### config.mk
export PLATFORM = sky130hd
export DESIGN_NAME = conv_2d_seq_flat
export DESIGN_NICKNAME = d
export VERILOG_FILES = /design/src/rtl/conv_pkg.sv /design/src/rtl/conv_2d_seq_if.sv /design/src/rtl/conv_2d_addr_gen.sv /design/src/rtl/conv_2d_seq.sv /design/src/flat_wrapper.sv
export SDC_FILE = /design/constraint.sdc
export NUM_CORES = 1
export LEC_CHECK = 0
export ABC_CLOCK_PERIOD_IN_PS = 9100
export CAP_MARGIN = 15
export CORE_MARGIN = 8
export CORE_UTILIZATION = 60
export CTS_CLUSTER_DIAMETER = 40
export DETAILED_ROUTE_END_ITERATION = 7
export PLACE_DENSITY = 0.88
export SKIP_CTS_REPAIR_TIMING = 1
export SYNTH_ARGS = -nofsm -noshare
export SYNTH_HDL_FRONTEND = slang
export SYNTH_HIERARCHICAL = 1
export SYNTH_SLANG_ARGS = --single-unit
### constraint.sdc
create_clock -name clk -period 9.1 [get_ports clk]
set_input_delay 2.275 -clock clk [delete_from_list [all_inputs] [get_ports clk]]
set_output_delay 2.275 -clock clk [all_outputs]
set_load 0.03 [all_outputs]
### src/rtl/conv_pkg.sv
`default_nettype none
//------------------------------------------------------------------------------
// Module : conv_pkg
// Brief  : Shared constants, sequencer state encoding and padding helpers.
// Rev    : 1.0 - initial release
//------------------------------------------------------------------------------
package conv_pkg;

    localparam int c_pix_w    = 8;
    localparam int c_knl_taps = 9;

    typedef enum logic [1:0] {
        ST_IDLE   = 2'd0,
        ST_LOAD   = 2'd1,
        ST_STREAM = 2'd2,
        ST_DRAIN  = 2'd3
    } seq_state_t;

    // Zero padding adds one row/column on each side of the image.
    function automatic int pad_dim(input int dim);
        return dim + 2;
    endfunction

endpackage
`default_nettype wire

### src/rtl/conv_2d_seq_if.sv
`default_nettype none
//------------------------------------------------------------------------------
// Module : conv_2d_seq_if
// Brief  : Control, kernel-write, frame-buffer and conv_2d signals of the sequencer.
// Rev    : 1.0 - initial release
//------------------------------------------------------------------------------
interface conv_2d_seq_if import conv_pkg::*; #(
    parameter int PIX_W  = c_pix_w,
    parameter int ADDR_W = 6
);
    logic              i_start;
    logic              i_knl_we;
    logic [3:0]        i_knl_addr;
    logic [PIX_W-1:0]  i_knl_data;
    logic [ADDR_W-1:0] o_rd_addr0;
    logic [ADDR_W-1:0] o_rd_addr1;
    logic [ADDR_W-1:0] o_rd_addr2;
    logic [PIX_W-1:0]  i_rd_data0;
    logic [PIX_W-1:0]  i_rd_data1;
    logic [PIX_W-1:0]  i_rd_data2;
    logic              o_load_knl;
    logic              o_en_conv;
    logic [PIX_W-1:0]  o_data1;
    logic [PIX_W-1:0]  o_data2;
    logic [PIX_W-1:0]  o_data3;
    logic              o_pix_valid;
    logic              o_busy;
    logic              o_done;

    modport master (
        input  i_start, i_knl_we, i_knl_addr, i_knl_data,
        input  i_rd_data0, i_rd_data1, i_rd_data2,
        output o_rd_addr0, o_rd_addr1, o_rd_addr2,
        output o_load_knl, o_en_conv, o_data1, o_data2, o_data3,
        output o_pix_valid, o_busy, o_done
    );

    modport slave (
        output i_start, i_knl_we, i_knl_addr, i_knl_data,
        output i_rd_data0, i_rd_data1, i_rd_data2,
        input  o_rd_addr0, o_rd_addr1, o_rd_addr2,
        input  o_load_knl, o_en_conv, o_data1, o_data2, o_data3,
        input  o_pix_valid, o_busy, o_done
    );
endinterface
`default_nettype wire

### src/rtl/conv_2d_addr_gen.sv
`default_nettype none
//------------------------------------------------------------------------------
// Module : conv_2d_addr_gen
// Brief  : Strip/column walker issuing three row addresses per window column.
// Rev    : 1.0 - initial release
//------------------------------------------------------------------------------
module conv_2d_addr_gen import conv_pkg::*; #(
    parameter int IMG_H  = 1,
    parameter int IMG_W  = 10,
    parameter int ADDR_W = 6
) (
    input  logic              clk,
    input  logic              rst,
    input  logic              i_init,
    output logic [ADDR_W-1:0] o_addr0,
    output logic [ADDR_W-1:0] o_addr1,
    output logic [ADDR_W-1:0] o_addr2,
    output logic              o_col_tag
);
    localparam logic [ADDR_W-1:0] c_one        = ADDR_W'(1);
    localparam logic [ADDR_W-1:0] c_w2         = ADDR_W'(pad_dim(IMG_W));
    localparam logic [ADDR_W-1:0] c_w2x2       = ADDR_W'(2 * pad_dim(IMG_W));
    localparam logic [ADDR_W-1:0] c_last_col   = ADDR_W'(pad_dim(IMG_W) - 1);
    localparam logic [ADDR_W-1:0] c_last_strip = ADDR_W'(IMG_H - 1);

    logic [ADDR_W-1:0] r_col;
    logic [ADDR_W-1:0] r_strip;
    logic [ADDR_W-1:0] r_base0;
    logic [ADDR_W-1:0] r_base1;
    logic [ADDR_W-1:0] r_base2;
    logic              r_active;

    // o_col_tag always describes the column currently on the address outputs.
    always_ff @(posedge clk or posedge rst) begin
        if (rst) begin
            r_col     <= '0;
            r_strip   <= '0;
            r_base0   <= '0;
            r_base1   <= '0;
            r_base2   <= '0;
            r_active  <= 1'b0;
            o_addr0   <= '0;
            o_addr1   <= '0;
            o_addr2   <= '0;
            o_col_tag <= 1'b0;
        end else if (i_init) begin
            r_col     <= '0;
            r_strip   <= '0;
            r_base0   <= '0;
            r_base1   <= c_w2;
            r_base2   <= c_w2x2;
            r_active  <= 1'b1;
            o_addr0   <= '0;
            o_addr1   <= c_w2;
            o_addr2   <= c_w2x2;
            o_col_tag <= 1'b0;
        end else if (r_active) begin
            if (r_col == c_last_col) begin
                o_col_tag <= 1'b0;
                if (r_strip == c_last_strip) begin
                    r_active <= 1'b0;
                end else begin
                    r_col   <= '0;
                    r_strip <= r_strip + c_one;
                    r_base0 <= r_base0 + c_w2;
                    r_base1 <= r_base1 + c_w2;
                    r_base2 <= r_base2 + c_w2;
                    o_addr0 <= r_base0 + c_w2;
                    o_addr1 <= r_base1 + c_w2;
                    o_addr2 <= r_base2 + c_w2;
                end
            end else begin
                r_col     <= r_col + c_one;
                o_addr0   <= o_addr0 + c_one;
                o_addr1   <= o_addr1 + c_one;
                o_addr2   <= o_addr2 + c_one;
                o_col_tag <= (r_col != '0);
            end
        end
    end

endmodule
`default_nettype wire

### src/rtl/conv_2d_seq.sv
`default_nettype none
//------------------------------------------------------------------------------
// Module : conv_2d_seq
// Brief  : Kernel loader and padded-frame streamer feeding the conv_2d datapath.
// Rev    : 1.0 - initial release
//------------------------------------------------------------------------------
module conv_2d_seq import conv_pkg::*; #(
    parameter int IMG_H    = 1,
    parameter int IMG_W    = 10,
    parameter int PIX_W    = c_pix_w,
    parameter int ADDR_W   = 6,
    parameter int CONV_LAT = 1
) (
    input logic           clk,
    input logic           i_rst,
    conv_2d_seq_if.master bus
);
    localparam int                 c_cnt_w       = 16;
    localparam int                 c_vld_dly     = CONV_LAT + 2;
    localparam logic [c_cnt_w-1:0] c_cnt_one     = c_cnt_w'(1);
    localparam logic [c_cnt_w-1:0] c_last_load   = c_cnt_w'(2);
    localparam logic [c_cnt_w-1:0] c_last_stream = c_cnt_w'(IMG_H * pad_dim(IMG_W) - 1);
    localparam logic [c_cnt_w-1:0] c_last_drain  = c_cnt_w'((CONV_LAT > 0) ? CONV_LAT - 1 : 0);

    seq_state_t           r_state;
    seq_state_t           w_state_nxt;
    logic [c_cnt_w-1:0]   r_cnt;
    logic [c_cnt_w-1:0]   w_cnt_nxt;
    logic [PIX_W-1:0]     r_knl [c_knl_taps];
    logic [PIX_W-1:0]     w_knl [c_knl_taps];
    logic                 w_knl_wr;
    logic                 w_load_nxt;
    logic                 w_en_nxt;
    logic                 w_busy_nxt;
    logic                 w_done_nxt;
    logic [PIX_W-1:0]     w_d1_nxt;
    logic [PIX_W-1:0]     w_d2_nxt;
    logic [PIX_W-1:0]     w_d3_nxt;
    logic                 w_addr_init;
    logic                 w_col_tag;
    logic [c_vld_dly-1:0] r_vld_pipe;

    assign w_knl_wr = (r_state == ST_IDLE) && bus.i_knl_we && (bus.i_knl_addr <= 4'd8);

    // Write-merged view lets a tap written alongside i_start reach the first load column.
    always_comb begin
        for (int i = 0; i < c_knl_taps; i++) begin
            w_knl[i] = (w_knl_wr && (bus.i_knl_addr == 4'(i))) ? bus.i_knl_data : r_knl[i];
        end
    end

    always_ff @(posedge clk or posedge i_rst) begin
        if (i_rst) begin
            for (int i = 0; i < c_knl_taps; i++) begin
                r_knl[i] <= '0;
            end
        end else begin
            for (int i = 0; i < c_knl_taps; i++) begin
                r_knl[i] <= w_knl[i];
            end
        end
    end

    always_comb begin
        w_state_nxt = r_state;
        w_cnt_nxt   = r_cnt;
        w_load_nxt  = 1'b0;
        w_en_nxt    = 1'b0;
        w_busy_nxt  = 1'b0;
        w_done_nxt  = 1'b0;
        w_d1_nxt    = '0;
        w_d2_nxt    = '0;
        w_d3_nxt    = '0;
        case (r_state)
            ST_IDLE: begin
                if (bus.i_start) begin
                    w_state_nxt = ST_LOAD;
                    w_cnt_nxt   = '0;
                    w_busy_nxt  = 1'b1;
                    w_load_nxt  = 1'b1;
                    w_d1_nxt    = w_knl[0];
                    w_d2_nxt    = w_knl[3];
                    w_d3_nxt    = w_knl[6];
                end
            end
            ST_LOAD: begin
                w_busy_nxt = 1'b1;
                if (r_cnt == c_last_load) begin
                    w_state_nxt = ST_STREAM;
                    w_cnt_nxt   = '0;
                    w_en_nxt    = 1'b1;
                    w_d1_nxt    = bus.i_rd_data0;
                    w_d2_nxt    = bus.i_rd_data1;
                    w_d3_nxt    = bus.i_rd_data2;
                end else begin
                    w_cnt_nxt  = r_cnt + c_cnt_one;
                    w_load_nxt = 1'b1;
                    w_d1_nxt   = (r_cnt == '0) ? r_knl[1] : r_knl[2];
                    w_d2_nxt   = (r_cnt == '0) ? r_knl[4] : r_knl[5];
                    w_d3_nxt   = (r_cnt == '0) ? r_knl[7] : r_knl[8];
                end
            end
            ST_STREAM: begin
                w_busy_nxt = 1'b1;
                if (r_cnt == c_last_stream) begin
                    w_cnt_nxt = '0;
                    if (CONV_LAT == 0) begin
                        w_state_nxt = ST_IDLE;
                        w_busy_nxt  = 1'b0;
                        w_done_nxt  = 1'b1;
                    end else begin
                        w_state_nxt = ST_DRAIN;
                    end
                end else begin
                    w_cnt_nxt = r_cnt + c_cnt_one;
                    w_en_nxt  = 1'b1;
                    w_d1_nxt  = bus.i_rd_data0;
                    w_d2_nxt  = bus.i_rd_data1;
                    w_d3_nxt  = bus.i_rd_data2;
                end
            end
            ST_DRAIN: begin
                if (r_cnt == c_last_drain) begin
                    w_state_nxt = ST_IDLE;
                    w_cnt_nxt   = '0;
                    w_done_nxt  = 1'b1;
                end else begin
                    w_cnt_nxt  = r_cnt + c_cnt_one;
                    w_busy_nxt = 1'b1;
                end
            end
            default: w_state_nxt = ST_IDLE;
        endcase
    end

    always_ff @(posedge clk or posedge i_rst) begin
        if (i_rst) begin
            r_state        <= ST_IDLE;
            r_cnt          <= '0;
            bus.o_load_knl <= 1'b0;
            bus.o_en_conv  <= 1'b0;
            bus.o_busy     <= 1'b0;
            bus.o_done     <= 1'b0;
            bus.o_data1    <= '0;
            bus.o_data2    <= '0;
            bus.o_data3    <= '0;
        end else begin
            r_state        <= w_state_nxt;
            r_cnt          <= w_cnt_nxt;
            bus.o_load_knl <= w_load_nxt;
            bus.o_en_conv  <= w_en_nxt;
            bus.o_busy     <= w_busy_nxt;
            bus.o_done     <= w_done_nxt;
            bus.o_data1    <= w_d1_nxt;
            bus.o_data2    <= w_d2_nxt;
            bus.o_data3    <= w_d3_nxt;
        end
    end

    // Addresses lead o_data by two cycles; the first column is issued in the second load cycle.
    assign w_addr_init = (r_state == ST_LOAD) && (r_cnt == '0);

    conv_2d_addr_gen #(
        .IMG_H  (IMG_H),
        .IMG_W  (IMG_W),
        .ADDR_W (ADDR_W)
    ) u_addr_gen (
        .clk       (clk),
        .rst       (i_rst),
        .i_init    (w_addr_init),
        .o_addr0   (bus.o_rd_addr0),
        .o_addr1   (bus.o_rd_addr1),
        .o_addr2   (bus.o_rd_addr2),
        .o_col_tag (w_col_tag)
    );

    // Tag travels through buffer read, o_data register and conv_2d latency.
    always_ff @(posedge clk or posedge i_rst) begin
        if (i_rst) begin
            r_vld_pipe <= '0;
        end else begin
            r_vld_pipe <= {r_vld_pipe[c_vld_dly-2:0], w_col_tag};
        end
    end

    assign bus.o_pix_valid = r_vld_pipe[c_vld_dly-1];

endmodule
`default_nettype wire

### src/flat_wrapper.sv
// flat-port wrapper written by rule: the top's interface ports become plain ports
module conv_2d_seq_flat import conv_pkg::*;
#(
    parameter int IMG_H    = 1,
    parameter int IMG_W    = 10,
    parameter int PIX_W    = c_pix_w,
    parameter int ADDR_W   = 6,
    parameter int CONV_LAT = 1
)
  (clk, i_rst, bus_i_start, bus_i_knl_we, bus_i_knl_addr, bus_i_knl_data, bus_i_rd_data0, bus_i_rd_data1, bus_i_rd_data2, bus_o_rd_addr0, bus_o_rd_addr1, bus_o_rd_addr2, bus_o_load_knl, bus_o_en_conv, bus_o_data1, bus_o_data2, bus_o_data3, bus_o_pix_valid, bus_o_busy, bus_o_done);
  conv_2d_seq_if #(.PIX_W(PIX_W), .ADDR_W(ADDR_W)) bus_i ();
  input logic clk;
  input logic i_rst;
  input wire logic [$bits(bus_i.i_start)-1:0] bus_i_start;
  input wire logic [$bits(bus_i.i_knl_we)-1:0] bus_i_knl_we;
  input wire logic [$bits(bus_i.i_knl_addr)-1:0] bus_i_knl_addr;
  input wire logic [$bits(bus_i.i_knl_data)-1:0] bus_i_knl_data;
  input wire logic [$bits(bus_i.i_rd_data0)-1:0] bus_i_rd_data0;
  input wire logic [$bits(bus_i.i_rd_data1)-1:0] bus_i_rd_data1;
  input wire logic [$bits(bus_i.i_rd_data2)-1:0] bus_i_rd_data2;
  output wire logic [$bits(bus_i.o_rd_addr0)-1:0] bus_o_rd_addr0;
  output wire logic [$bits(bus_i.o_rd_addr1)-1:0] bus_o_rd_addr1;
  output wire logic [$bits(bus_i.o_rd_addr2)-1:0] bus_o_rd_addr2;
  output wire logic [$bits(bus_i.o_load_knl)-1:0] bus_o_load_knl;
  output wire logic [$bits(bus_i.o_en_conv)-1:0] bus_o_en_conv;
  output wire logic [$bits(bus_i.o_data1)-1:0] bus_o_data1;
  output wire logic [$bits(bus_i.o_data2)-1:0] bus_o_data2;
  output wire logic [$bits(bus_i.o_data3)-1:0] bus_o_data3;
  output wire logic [$bits(bus_i.o_pix_valid)-1:0] bus_o_pix_valid;
  output wire logic [$bits(bus_i.o_busy)-1:0] bus_o_busy;
  output wire logic [$bits(bus_i.o_done)-1:0] bus_o_done;
  assign bus_i.i_start = bus_i_start;
  assign bus_i.i_knl_we = bus_i_knl_we;
  assign bus_i.i_knl_addr = bus_i_knl_addr;
  assign bus_i.i_knl_data = bus_i_knl_data;
  assign bus_i.i_rd_data0 = bus_i_rd_data0;
  assign bus_i.i_rd_data1 = bus_i_rd_data1;
  assign bus_i.i_rd_data2 = bus_i_rd_data2;
  assign bus_o_rd_addr0 = bus_i.o_rd_addr0;
  assign bus_o_rd_addr1 = bus_i.o_rd_addr1;
  assign bus_o_rd_addr2 = bus_i.o_rd_addr2;
  assign bus_o_load_knl = bus_i.o_load_knl;
  assign bus_o_en_conv = bus_i.o_en_conv;
  assign bus_o_data1 = bus_i.o_data1;
  assign bus_o_data2 = bus_i.o_data2;
  assign bus_o_data3 = bus_i.o_data3;
  assign bus_o_pix_valid = bus_i.o_pix_valid;
  assign bus_o_busy = bus_i.o_busy;
  assign bus_o_done = bus_i.o_done;
  conv_2d_seq #(.IMG_H(IMG_H), .IMG_W(IMG_W), .PIX_W(PIX_W), .ADDR_W(ADDR_W), .CONV_LAT(CONV_LAT)) u_core (.clk(clk), .i_rst(i_rst), .bus(bus_i));
endmodule
Yosys cells after proc, flatten, opt, wreduce, memory -nomap -nowiden
Cells that the tools add are included.
Widths: inputs -> output; s select.
Word-level totals
  bits in registers: 171
  bits in latches: 0
  RAM bits: 0
  memory bits (read-only): 0
  input bits: 40
  output and inout port bits: 47
  logic and storage cells: 156
  memories kept: 0
Cells by class
  $add $sub $neg: 9
  multiply operators: 0
  div/mod/pow operators: 0
  magnitude comparators: 1
  equal/unequal tests: 20
  shift operators: 0
  mux-type cells: 74
  bitwise operators: 0
  reductions and logical operators: 23
Operators with widths (number)
  $mux 6: 29
  $mux 8: 15
  $pmux 8 s3: 3
  $mux 16: 4
  $pmux 16 s4: 1
  $add 6x1->6 const B: 5
  $add 6x4->6 const B: 3
  $add 16x1->16 const B: 1
  $eq 16x2->1 const B: 1
  $eq 16x4->1 const B: 1
  $eq 4x3->1 const B: 4
  $logic_not 16->1: 1
  $mux 1: 14
  $logic_and 1x1->1: 12
  $eq 4x2->1 const B: 2
  $mux 2: 4
  $pmux 2 s4: 1
  $eq 6x4->1 const B: 1
  $logic_not 6->1: 1
  $ne 2x1->1 const B: 3
  $reduce_bool 6->1: 1
  $eq 2x2->1 const B: 2
  $eq 4x1->1 const B: 1
  $eq 4x4->1 const B: 1
  13 further kinds: 16

Depth between registers and ports, before layout
Gate-level depths: netlist (run 1).
  word-level depth: 7
  mapped depth: 11
  mapped depth without buffers: 8

By module
Netlist (run 1), hierarchy kept.
Modules (own cells, without submodules)
  conv_2d_seq: times used 1, cells an instance 414, area an instance 5377.7 um2, sequential area each 3027.9 um2
  conv_2d_addr_gen: times used 1, cells an instance 281, area an instance 2611.3 um2, sequential area each 1101.1 um2

Worst setup path after synthesis (run 1)
OpenSTA, ideal clock, no wires.
  kind: in2reg
  start point: input port bus_i_knl_addr[3]
  end point: register u_core.bus.o_data3[0]
  setup time: 0.132 ns
  arrival time: 3.929 ns
  required time: 8.968 ns
  setup slack: 5.040 ns
  cell stages on the path: 5
  buffers on the path: 0
  path through: nand4b_1 > nor3b_1 > mux2_2 > a222oi_1 > nor2_1
RTL lines
  from (decl): RTL line flat_wrapper.sv:16  | input wire logic [$bits(bus_i.i_knl_addr)-1:0] bus_i_knl_addr;
  to (signal assigned): RTL line conv_2d_seq.sv:156  | bus.o_data3 <= w_d3_nxt;
  to (decl): RTL line conv_2d_seq_if.sv:34  | output o_load_knl, o_en_conv, o_data1, o_data2, o_data3,

==> summary.md, run 1 <==
| Metric | Value |
|---|---|
| Yosys cell types | 76 |
| Grt total ovfl | 0 |
| Mapped Cells | 695 |
| Pwr Density | roughly 320 mW/mm^2 |
| Starting density of the core | 60.8% |
| Startpoint Class | input pin |
| Achievable Freq | 0.218 GHz |
| Final RePlAce weighted congestion | between 0.8 and 0.9 |
| Leakage power | approximately 4.2 nW |
| NumNets Final | approximately 830 |
| Mapped Area | approximately 0.0080 sq mm |
| Die X | ~130 um |
| Setup TNS | 0 ps |
| Root buffer cell | clkbuf_16 |
| CTS Buf Count | 17 |
| Max clock buf depth | 2 |
| Outcome | finished clean |
| Cells on worst reg2reg path | 8 |
| TritonCTS clock tree | done |
| Sequential-to-total area share from yosys stat | about half |
| Core Box Area | between 0.01 and 0.015 sq mm |
| Sum of net half-perimeters after detailed placement | about 12 mm |
| H-tree Lvls | 4 |
| Total power | ~0.0030 W |
| WHS Path Cells | 0 |
| Maxcap violations | 0 |
| Final Critical Period | approximately 4600 ps |
| Req. time, crit path | 9350 ps |
| Clk_skew | around 7.7 ps |
| Routed Antenna Nets | 0 |
| Port bufs | 86 |
| Maximum vdd drop | around 0.26 mV |
| Mean Syn Cell Area | approximately 11 sq um |
| Final Hold Fails | 0 |
| Final setup viols | 0 |
| IO Count | 87 |
| Syn_nets | between 700 and 800 |
| Vias in the first global route | approximately 6200 |
| Highest net fanout along the worst path | 8 |
| DRC | 0 |
| Initial antenna violation count | 0 |
| Largest net degree at the start of global routing | 66 |
| Worst skew pair latency | 430 ps |
| Post-detailed-route wirelength per cell | 20.4 um |
| Slew @ Worst Pin | 1120 ps |
| Most used flip-flop cell after synthesis | dfrtp_1 |
| Initial drt markers | 728 |
| Vias | 6175 |
| N_diodes | 0 |
| Sink Count | 165 |
| EDFF count, synth | 0 |
| Fillers | around 800 |
| WP data arrival | just under 5000 ps |
| RSZ-0062 raised after global routing | no |
| DRT Pass-1 Iters | 8 |
| Final period utilization | 50.4% |
| Routed wire length | between 15 and 20 mm |
| Relative slew slack | between 20% and 30% |
| FP Rows | 42 |
| P&R area growth vs syn | 19.0% |
| Hold Slack | approximately 350 ps |
| Hold_sp | u_core/r_vld_pipe[0] |
| Clk pin slew, worst setup/hold paths | approximately 70 ps |
| CP Class | input pin to flop |
| Critical R2R Launch | u_core/r_cnt[10] |
| DR vias/cell | ~6.5 |
| Synthesized flop and latch total | 165 |
| Hold WC Path Type | flop to flop |
| DIE AREA | approximately 0.017 sq mm |
| Yosys warns | 6 |
| Die Span Y | 131 um |
| Gr usage total | between 20 and 25% |
| Layout cell share with drive strength beyond 1 | 19.6% |
| CP Capture Type | flop |
| Max Slew Vio Count | 0 |
| R2R setup slack | ~5800 ps |
| First-pass GRT wire length | roughly 32 mm |
| Async S/R FF share, synth | 100% |
| Crit path from | bus_i_knl_addr[3] |
-- power by group --
part | internal, W | total [W] | switching [W] | leakage [nW]
clock network | 0.000386 | 0.000685 | 0.000299 | 0.262
registers | 0.000974 | 0.00112 | 0.000145 | 2.15
logic | 0.000529 | 0.00122 | 0.000688 | 1.79
total | 0.00189 | 0.00302 | 0.00113 | 4.20
-- worst max-delay path, stage by stage --
cell	delay, ps
clkdlybuf4s50_1	440
nor4bb_1	730
nand3_1	540
mux2_2	440
a222oi_1	290
nor2_1	110
-- sequential cells by signal, indices dropped and copies added, names as in the netlist --
signal	count
u_core/u_addr_gen/r_active	1
u_core/bus.o_load_knl	1
u_core/u_addr_gen/r_base2	4
u_core/r_state	2
u_core/u_addr_gen/o_addr0	6
u_core/u_addr_gen/r_base0	4
u_core/u_addr_gen/r_base1	4
u_core/r_knl	72
u_core/bus.o_en_conv	1
u_core/u_addr_gen/o_col_tag	1
u_core/u_addr_gen/o_addr1	6
u_core/u_addr_gen/r_col	6
u_core/bus.o_data2	8
u_core/r_cnt	16
u_core/bus.o_data1	8
u_core/bus.o_busy	1
u_core/bus.o_done	1
u_core/r_vld_pipe	3
u_core/u_addr_gen/r_strip	6
u_core/u_addr_gen/o_addr2	6
u_core/bus.o_data3	8
-- path summary, 6_finish.rpt --
path / to
worst max-delay path: u_core/bus.o_data2[1]
worst min-delay path: u_core/r_vld_pipe[1]
worst max register to register: u_core/u_addr_gen/o_addr2[5]
worst min register to register: u_core/r_vld_pipe[1]
max in group asynchronous: u_core/r_cnt[15]
min in group asynchronous: u_core/r_knl[65]
-- cell usage in the layout, fill, tap and decap left out, types with 3 or more instances in the layout --
cell             Yosys  routed
clkdlybuf4s50_1      0      86
nand4_1              4       4
o211ai_1             4       4
dfrtp_1            165     165
and2_1               4       4
xnor2_1             10      10
buf_4                2       7
inv_6                0       5
nor2b_1              3       3
and3_1               4       4
a222oi_1            24      24
and4_1               3       3
xor2_1               7       7
nor3_1               5       5
nor3b_1              3       3
ha_1                19      19
a21oi_1             39      39
nor2_1              49      49
mux2_2              99      99
mux2i_1              5       5
nand2_1             31      31
clkbuf_16            0      17
nand3_1             28      28
a211oi_1             7       7
o21ai_0             25      25
or4_1               10      10
a31oi_1              3       3
or3_1                5       5
nand2b_1             3       3
clkinvlp_4           0       5
inv_1               29      28
nor4_1               4       4
o31ai_1             11      11
-- layout make-up --
cell class / count / area (sq um) / area share, %
multi-input combinational: 460 / 3560 / 37.5
tap: 176 / 220 / 2.32
inverter: 29 / 111 / 1.17
sequential: 165 / 4130 / 43.4
timing repair buffer: 94 / 918 / 9.66
clock inverter: 13 / 125 / 1.32
clock buffer: 18 / 439 / 4.62
-- metal layers --
metal  vias to the layer above  wire, um  GRT usage (%)
met1                      3118      7830           26.3
li1                       2727         -              -
met5                         -         0              0
met3                        39      1340           5.64
met4                         0       412           9.19
met2                       291      9930           39.3
-- cell usage after synthesis, drive strengths merged, types with 5 or more instances --
master  count  share of area, %
or4        11               1.1
a211oi      7              0.66
buf        13               1.1
or3         6              0.53
ha         19               3.0
xnor2      10               1.1
nor3        6              0.44
dfrtp     165                52
a222oi     24               3.0
a21oi      39               2.4
nor4        5              0.58
and2        5              0.39
mux2      100                14
nand3      28               1.8
o21ai      28               1.8
xor2        7              0.77
mux2i       5              0.63
nor2       50               2.4
nand2      31               1.5
o31ai      11               1.0
inv        29               1.4
clkbuf     28               1.3
-- metrics by stage --
stage / instance area [sq um] / worst slack, ps / utilization (%) / instances
2_1_floorplan: 7990 / 3610 / - / 695
3_5_place_dp: 8930 / 4070 / 68.0 / 923
4_1_cts: 9500 / 4470 / 72.3 / 954
5_1_grt: 9500 / 4440 / 72.3 / 955
6_report: 9500 / 4520 / 72.3 / 955
3_3_place_gp: 8930 / 4260 / 68.0 / 923
-- cells by family (layout without fill, tap and decap cells) --
logic type               count (synthesis)  in the layout  synth area share, %
adder cells (fa/ha/maj)                 19             19                 2.98
flip-flops                             165            165                 51.7
buffers and inverters                   70            154                 3.76
AO/OA/AOI/OAI                          145            145                 13.3
AND/OR/NAND/NOR                        174            174                 11.7
multiplexers                           105            105                 14.7
XOR/XNOR                                17             17                 1.86
Power figures use the tool's default switching activity.
==> inputs of run 2 (changes only) <==
--- a/config.mk
+++ b/config.mk
@@ -5,13 +5,13 @@
 export SDC_FILE = /design/constraint.sdc
 export NUM_CORES = 1
 export LEC_CHECK = 0
-export ABC_CLOCK_PERIOD_IN_PS = 9100
+export ABC_CLOCK_PERIOD_IN_PS = 4400
 export CAP_MARGIN = 15
 export CORE_MARGIN = 8
-export CORE_UTILIZATION = 60
+export CORE_UTILIZATION = 57
 export CTS_CLUSTER_DIAMETER = 40
 export DETAILED_ROUTE_END_ITERATION = 7
-export PLACE_DENSITY = 0.88
+export PLACE_DENSITY = 0.84
 export SKIP_CTS_REPAIR_TIMING = 1
 export SYNTH_ARGS = -nofsm -noshare
 export SYNTH_HDL_FRONTEND = slang
==> constraint.sdc (replaced) <==
create_clock -name clk -period 4.4 [get_ports clk]
set_input_delay 1.1 -clock clk [delete_from_list [all_inputs] [get_ports clk]]
set_output_delay 1.1 -clock clk [all_outputs]
set_load 0.03 [all_outputs]
==> summary.md, run 2 (same netlist as run 1, synthesis figures left out) <==
| Metric | Value |
|---|---|
| Outcome | finished clean |
| DR vias/cell | 6.35 |
| Port bufs | 86 |
| NumNets Final | between 800 and 900 |
| Largest reg by FF count | u_core/r_knl |
| Vias | around 6100 |
| Sum of net half-perimeters after detailed placement | roughly 13 mm |
| Starting density of the core | a little under 60% |
| Total power | about 0.0063 W |
| Biggest regs | u_core/r_knl: 72 flops, u_core/r_cnt: 16 flops |
| Pwr Density | between 600 and 700 mW/mm^2 |
| CTS Buf Count | 17 |
| Sequential share of power | around 37% |
| Sink Count | between 150 and 200 |
| Startpoint Class | flop |
| Maximum vdd drop | about 0.37 mV |
| Vias in the first global route | roughly 6300 |
| IO Count | 87 |
| M3 GR Usage | roughly 6.5% |
| Final Hold Fails | 0 |
| Post-route worst setup slack | about 1000 ps |
| Register area | roughly 0.0041 sq mm |
| H-tree Lvls | 4 |
| Critical Path, Cell by Cell | or4_1 -> nor4_4 -> and2_1 -> inv_1 -> a32o_1 |
| CP Class | flop to flop |
| First-pass GRT wire length | between 30 and 40 mm |
| DP Area | about 0.009 sq mm |
| Relative slew slack | between 20 and 30% |
| P&R area growth vs syn | 19.5% |
| DIE AREA | between 0.015 and 0.02 sq mm |
| Die Span Y | about 130 um |
| CP Capture Type | flop |
| Max Slew Vio Count | 0 |
| N_diodes | 0 |
| Final RePlAce weighted congestion | between 0.8 and 0.9 |
| Maxcap violations | 0 |
| Grt total ovfl | 0 |
| Die X | between 100 and 150 um |
| Initial drt markers | 523 |
| DRC | 0 |
| Finished layout cell area | around 0.0095 sq mm |
| Switching Power | ~0.0024 W |
| Post-detailed-route wirelength per cell | a little over 20 um |
| Multi-input logic area | approximately 0.0036 sq mm |
| Initial antenna violation count | 0 |
| Fillers | ~1000 |
| Commonest non-fill, non-tap cell in the layout | dfrtp_1 |
| Clk_skew | 9.44 ps |
| Achievable Freq | between 0.2 and 0.3 GHz |
| Setup TNS | 0 ps |
| Root buffer cell | clkbuf_16 |
| DRT Pass-1 Iters | 5 |
| Leakage power | roughly 4.2 nW |
| TritonCTS clock tree | done |
| Most frequent cells in the layout | 165 x dfrtp_1, 99 x mux2_2, 86 x clkdlybuf4s50_1 |
| Core Box Area | around 0.014 sq mm |
| Max clock buf depth | 2 |
| RSZ-0062 raised after global routing | no |
| Final Critical Period | around 3400 ps |
| Clk pwr share | roughly 23% |
| FP Rows | between 40 and 50 |
| Final setup viols | 0 |
| Worst skew pair latency | 430 ps |
| Gr busiest metal | met2 |
| Slew @ Worst Pin | around 1100 ps |
| Comb pwr share | around 40% |
| Routed Antenna Nets | 0 |
| Largest net degree at the start of global routing | a little over 60 |
| Sw Share | about 37% |
| Slowest CP cell | and2_1 |
| Hold WC Path Type | flop to flop |
| Final period utilization | 77.0% |
| Max incr delay on CP | ~750 ps |
| Max reg flops | 72 |
| Req. time, crit path | around 4700 ps |
| Met2 Use GR | between 30% and 40% |
| Int Pwr | between 0.003 and 0.004 W |
| WP data arrival | about 3700 ps |
| Pre-CTS setup slack | roughly 760 ps |
| Clk pin slew, worst setup/hold paths | ~60 ps |
| Layout cell share with drive strength beyond 1 | around a fifth |
| Gr usage total | approximately 22% |
| Routed wire length | 19.7 mm |
| Met1 usage | between 20% and 30% |
| Final core utilization | between 60% and 70% |
| Highest net fanout along the worst path | 18 |
==> run 2: cell count changes in the layout (fill, tap and decap cells not counted) <==
cell / change
clkinv_4: +6
bufinv_16: +1
clkinvlp_4: -2
buf_2: -1
buf_4: +3
inv_6: -4
clkbuf_8: -1
==> run 2: worst paths after layout <==
path	startpoint	to	slack, ps	cells past startpoint
max	u_core/r_cnt[10]	u_core/u_addr_gen/o_addr0[5]	1010	5
min in group asynchronous	i_rst	u_core/r_vld_pipe[2]	1190	2
min reg2reg	u_core/r_vld_pipe[0]	u_core/r_vld_pipe[1]	350	0
max in group asynchronous	i_rst	u_core/r_knl[8]	2440	3
min	u_core/r_vld_pipe[0]	u_core/r_vld_pipe[1]	350	0
max reg2reg	u_core/r_cnt[10]	u_core/u_addr_gen/o_addr0[5]	1010	5
==> run 2: critical path, delay by kind of cell, from the launching register on <==
family,cells,cell delay (ps)
AOI/OAI and AO/OA,1,330
buffers and inverters,1,450
DFF,1,410
and+or+nand+nor,3,2090
==> run 2: metal layers <==
layer	up-vias	routed length (um)
li1	2725	-
met1	3064	7880
met2	266	9850
met3	48	1420
met4	0	531
met5	-	0
==> run 2: per-stage QoR <==
step / cells / hold slack (ps)
floorplan: 695 / 331
global placement: 930 / 337
detailed placement: 930 / 341
CTS: 961 / 356
global route: 961 / 357
finish: 961 / 353
==> run 2: power by group through the flow <==
stage                     sequential [W]  clock (W)  combinational (W)
after global placement           0.00229          0            0.00238
after global routing             0.00238    0.00153            0.00271
after CTS                        0.00232    0.00147            0.00252
after detailed placement         0.00233          0            0.00249
after floorplan                  0.00254          0            0.00149
final                            0.00232    0.00145            0.00253
==> run 2: area by class of cell <==
cell class	count	share of cell area [%]
multi-input combinational	460	37.3
tap	180	2.36
sequential	165	43.3
clock inverter	14	1.65
inverter	29	1.17
timing repair buffer	96	9.81
clock buffer	17	4.46
==> inputs of run 3 (changes only) <==
--- a/config.mk
+++ b/config.mk
@@ -5,13 +5,13 @@
 export SDC_FILE = /design/constraint.sdc
 export NUM_CORES = 1
 export LEC_CHECK = 0
-export ABC_CLOCK_PERIOD_IN_PS = 4400
+export ABC_CLOCK_PERIOD_IN_PS = 3000
 export CAP_MARGIN = 15
 export CORE_MARGIN = 8
-export CORE_UTILIZATION = 57
+export CORE_UTILIZATION = 51
 export CTS_CLUSTER_DIAMETER = 40
 export DETAILED_ROUTE_END_ITERATION = 7
-export PLACE_DENSITY = 0.84
+export PLACE_DENSITY = 0.8
 export SKIP_CTS_REPAIR_TIMING = 1
 export SYNTH_ARGS = -nofsm -noshare
 export SYNTH_HDL_FRONTEND = slang
==> constraint.sdc (replaced) <==
create_clock -name clk -period 3 [get_ports clk]
set_input_delay 0.75 -clock clk [delete_from_list [all_inputs] [get_ports clk]]
set_output_delay 0.75 -clock clk [all_outputs]
set_load 0.03 [all_outputs]
==> summary.md, run 3 (same netlist as run 1, synthesis figures left out) <==
| Metric | Value |
|---|---|
| Hold WC Path Type | flop to flop |
| Achievable Freq | roughly 0.38 GHz |
| Routed Antenna Nets | 0 |
| Initial antenna violation count | 0 |
| Final setup viols | 0 |
| Outcome | finished clean |
| Sequential share of power | between 30 and 40% |
| Max clock buf depth | 2 |
| Req. time, crit path | 3310 ps |
| Grt total ovfl | 0 |
| Root buffer cell | clkbuf_16 |
| Routed wire length | between 15 and 20 mm |
| CP Capture Type | flop |
| Vias in the first global route | between 6000 and 7000 |
| Starting density of the core | around 52% |
| H-tree Lvls | 4 |
| Leakage power | between 4 and 5 nW |
| Relative slew slack | 27.7% |
| RSZ-0062 raised after global routing | no |
| Final Critical Period | 2650 ps |
| CTS Buf Count | 17 |
| Clk pwr share | around a quarter |
| Int Pwr | a little under 0.006 W |
| Initial drt markers | around 540 |
| Startpoint Class | flop |
| Post-detailed-route wirelength per cell | roughly 20 um |
| Final Hold Fails | 0 |
| Slew @ Worst Pin | between 1000 and 1500 ps |
| Worst setup endpoint | u_core/r_state[1] |
| Largest net degree at the start of global routing | about 120 |
| Cells on worst reg2reg path | 7 |
| Most frequent cells in the layout | 165 x dfrtp_1, 99 x mux2_2, 86 x clkdlybuf4s50_1 |
| First-pass GRT wire length | between 30 and 40 mm |
| DRC | 0 |
| Worst r2r dst | u_core/r_state[1] |
| Highest net fanout along the worst path | 4 |
| Critical R2R Launch | u_core/r_cnt[0] |
| NumNets Final | about 840 |
| Switching Power | about 0.0036 W |
| WP data arrival | 2960 ps |
| Final period utilization | about 90% |
| Clk pin slew, worst setup/hold paths | approximately 70 ps |
| DR vias/cell | roughly 6 |
| CP Class | flop to flop |
| Max reg flops | a little over 70 |
| Biggest regs | u_core/r_knl: 72 flops, u_core/r_cnt: 16 flops |
| Final RePlAce weighted congestion | around 0.84 |
| TritonCTS clock tree | done |
| Port bufs | between 80 and 90 |
| DRT Pass-1 Iters | 5 |
| FP Rows | 45 |
| Sink Count | 165 |
| Hold Slack | between 300 and 400 ps |
| Setup TNS | 0 ps |
| P&R area growth vs syn | 21.8% |
| Core Box Area | ~0.015 sq mm |
| Largest reg by FF count | u_core/r_knl |
| Fillers | about 1100 |
| Worst skew pair latency | 430 ps |
| Commonest non-fill, non-tap cell in the layout | dfrtp_1 |
| Maximum vdd drop | 0.603 mV |
| Comb pwr share | roughly two fifths |
| IO Count | 87 |
| Sum of net half-perimeters after detailed placement | between 10 and 15 mm |
| Post-Place Cells | roughly 980 |
| Die X | ~140 um |
| Layout cell share with drive strength beyond 1 | a little over a fifth |
| Maxcap violations | 0 |
| Gr usage total | slightly above 20% |
| Max Slew Vio Count | 0 |
| Sw Share | around 38% |
| N_diodes | 0 |
| Crit path from | u_core/r_cnt[0] |
| Vias | about 6100 |
| Clk_skew | 12.1 ps |
| Die Span Y | around 140 um |
| R2R setup slack | about 350 ps |
| DIE AREA | roughly 0.020 sq mm |
| Fin cells | around 1000 |
| Pwr Density | roughly 970 mW/mm^2 |
==> run 3: cell types whose count changed in the layout (fill, tap and decap cells not counted), sizes merged <==
cell	previous run	this run
buf	10	24
clkinvlp	3	2
bufinv	2	1
clkinv	8	2
inv	30	39
==> run 3: worst min path at each step <==
stage / depth (start not counted) / to / slack (ps) / startpoint
6_report: 0 / u_core/r_vld_pipe[2] / 350 / u_core/r_vld_pipe[1]
5_1_grt: 0 / u_core/r_vld_pipe[2] / 370 / u_core/r_vld_pipe[1]
4_1_cts: 0 / u_core/r_vld_pipe[1] / 350 / u_core/r_vld_pipe[0]
3_5_place_dp: 0 / u_core/r_vld_pipe[1] / 340 / u_core/r_vld_pipe[0]
3_3_place_gp: 0 / u_core/r_vld_pipe[2] / 330 / u_core/r_vld_pipe[1]
2_1_floorplan: 0 / u_core/r_vld_pipe[1] / 330 / u_core/r_vld_pipe[0]
==> run 3: final cells by class <==
class / instances / area, sq um / share of cell area [%]
timing repair buffer: 110 / 1070 / 11.0
multi-input combinational: 460 / 3560 / 36.6
inverter: 29 / 113 / 1.16
tap: 211 / 264 / 2.71
clock inverter: 15 / 174 / 1.79
clock buffer: 17 / 425 / 4.37
sequential: 165 / 4130 / 42.4
==> run 3: critical path, stage by stage (launching register included) <==
cell and delay, ps:
dfrtp_1 410, inv_1 120, ha_1 170, or4b_2 590, nor4_1 340, o22ai_2 180
or3_1 390, mux2_1 340
==> run 3: per-layer routing <==
| layer | vias to the layer above | global-route usage (%) | part of all wire (%) |
|---|---|---|---|
| met3 | 26 | 4.96 | 6.6 |
| li1 | 2752 | - | - |
| met1 | 3055 | 24.4 | 42 |
| met5 | - | 0 | 0 |
| met4 | 0 | 6.90 | 1.4 |
| met2 | 255 | 34.3 | 50 |
==> run 3: power by group through the flow <==
stage	Combinational [W]	Sequential, W	Clock (W)
floorplan	0.00219	0.00373	0
global placement	0.00363	0.00336	0
detailed placement	0.00374	0.00341	0
CTS	0.00379	0.00338	0.00224
global route	0.00409	0.00346	0.00234
finish	0.00381	0.00339	0.00220
==> run 3: metrics by stage <==
| stage | util, % | area [sq um] | setup WS (ps) | power, W |
|---|---|---|---|---|
| floorplan | - | 7990 | 93.4 | 0.00592 |
| global placement | 59.8 | 9130 | 203 | 0.00699 |
| detailed placement | 59.8 | 9130 | 155 | 0.00716 |
| CTS | 63.8 | 9730 | 352 | 0.00941 |
| global route | 63.8 | 9730 | 222 | 0.00989 |
| finish | 63.8 | 9730 | 349 | 0.00939 |
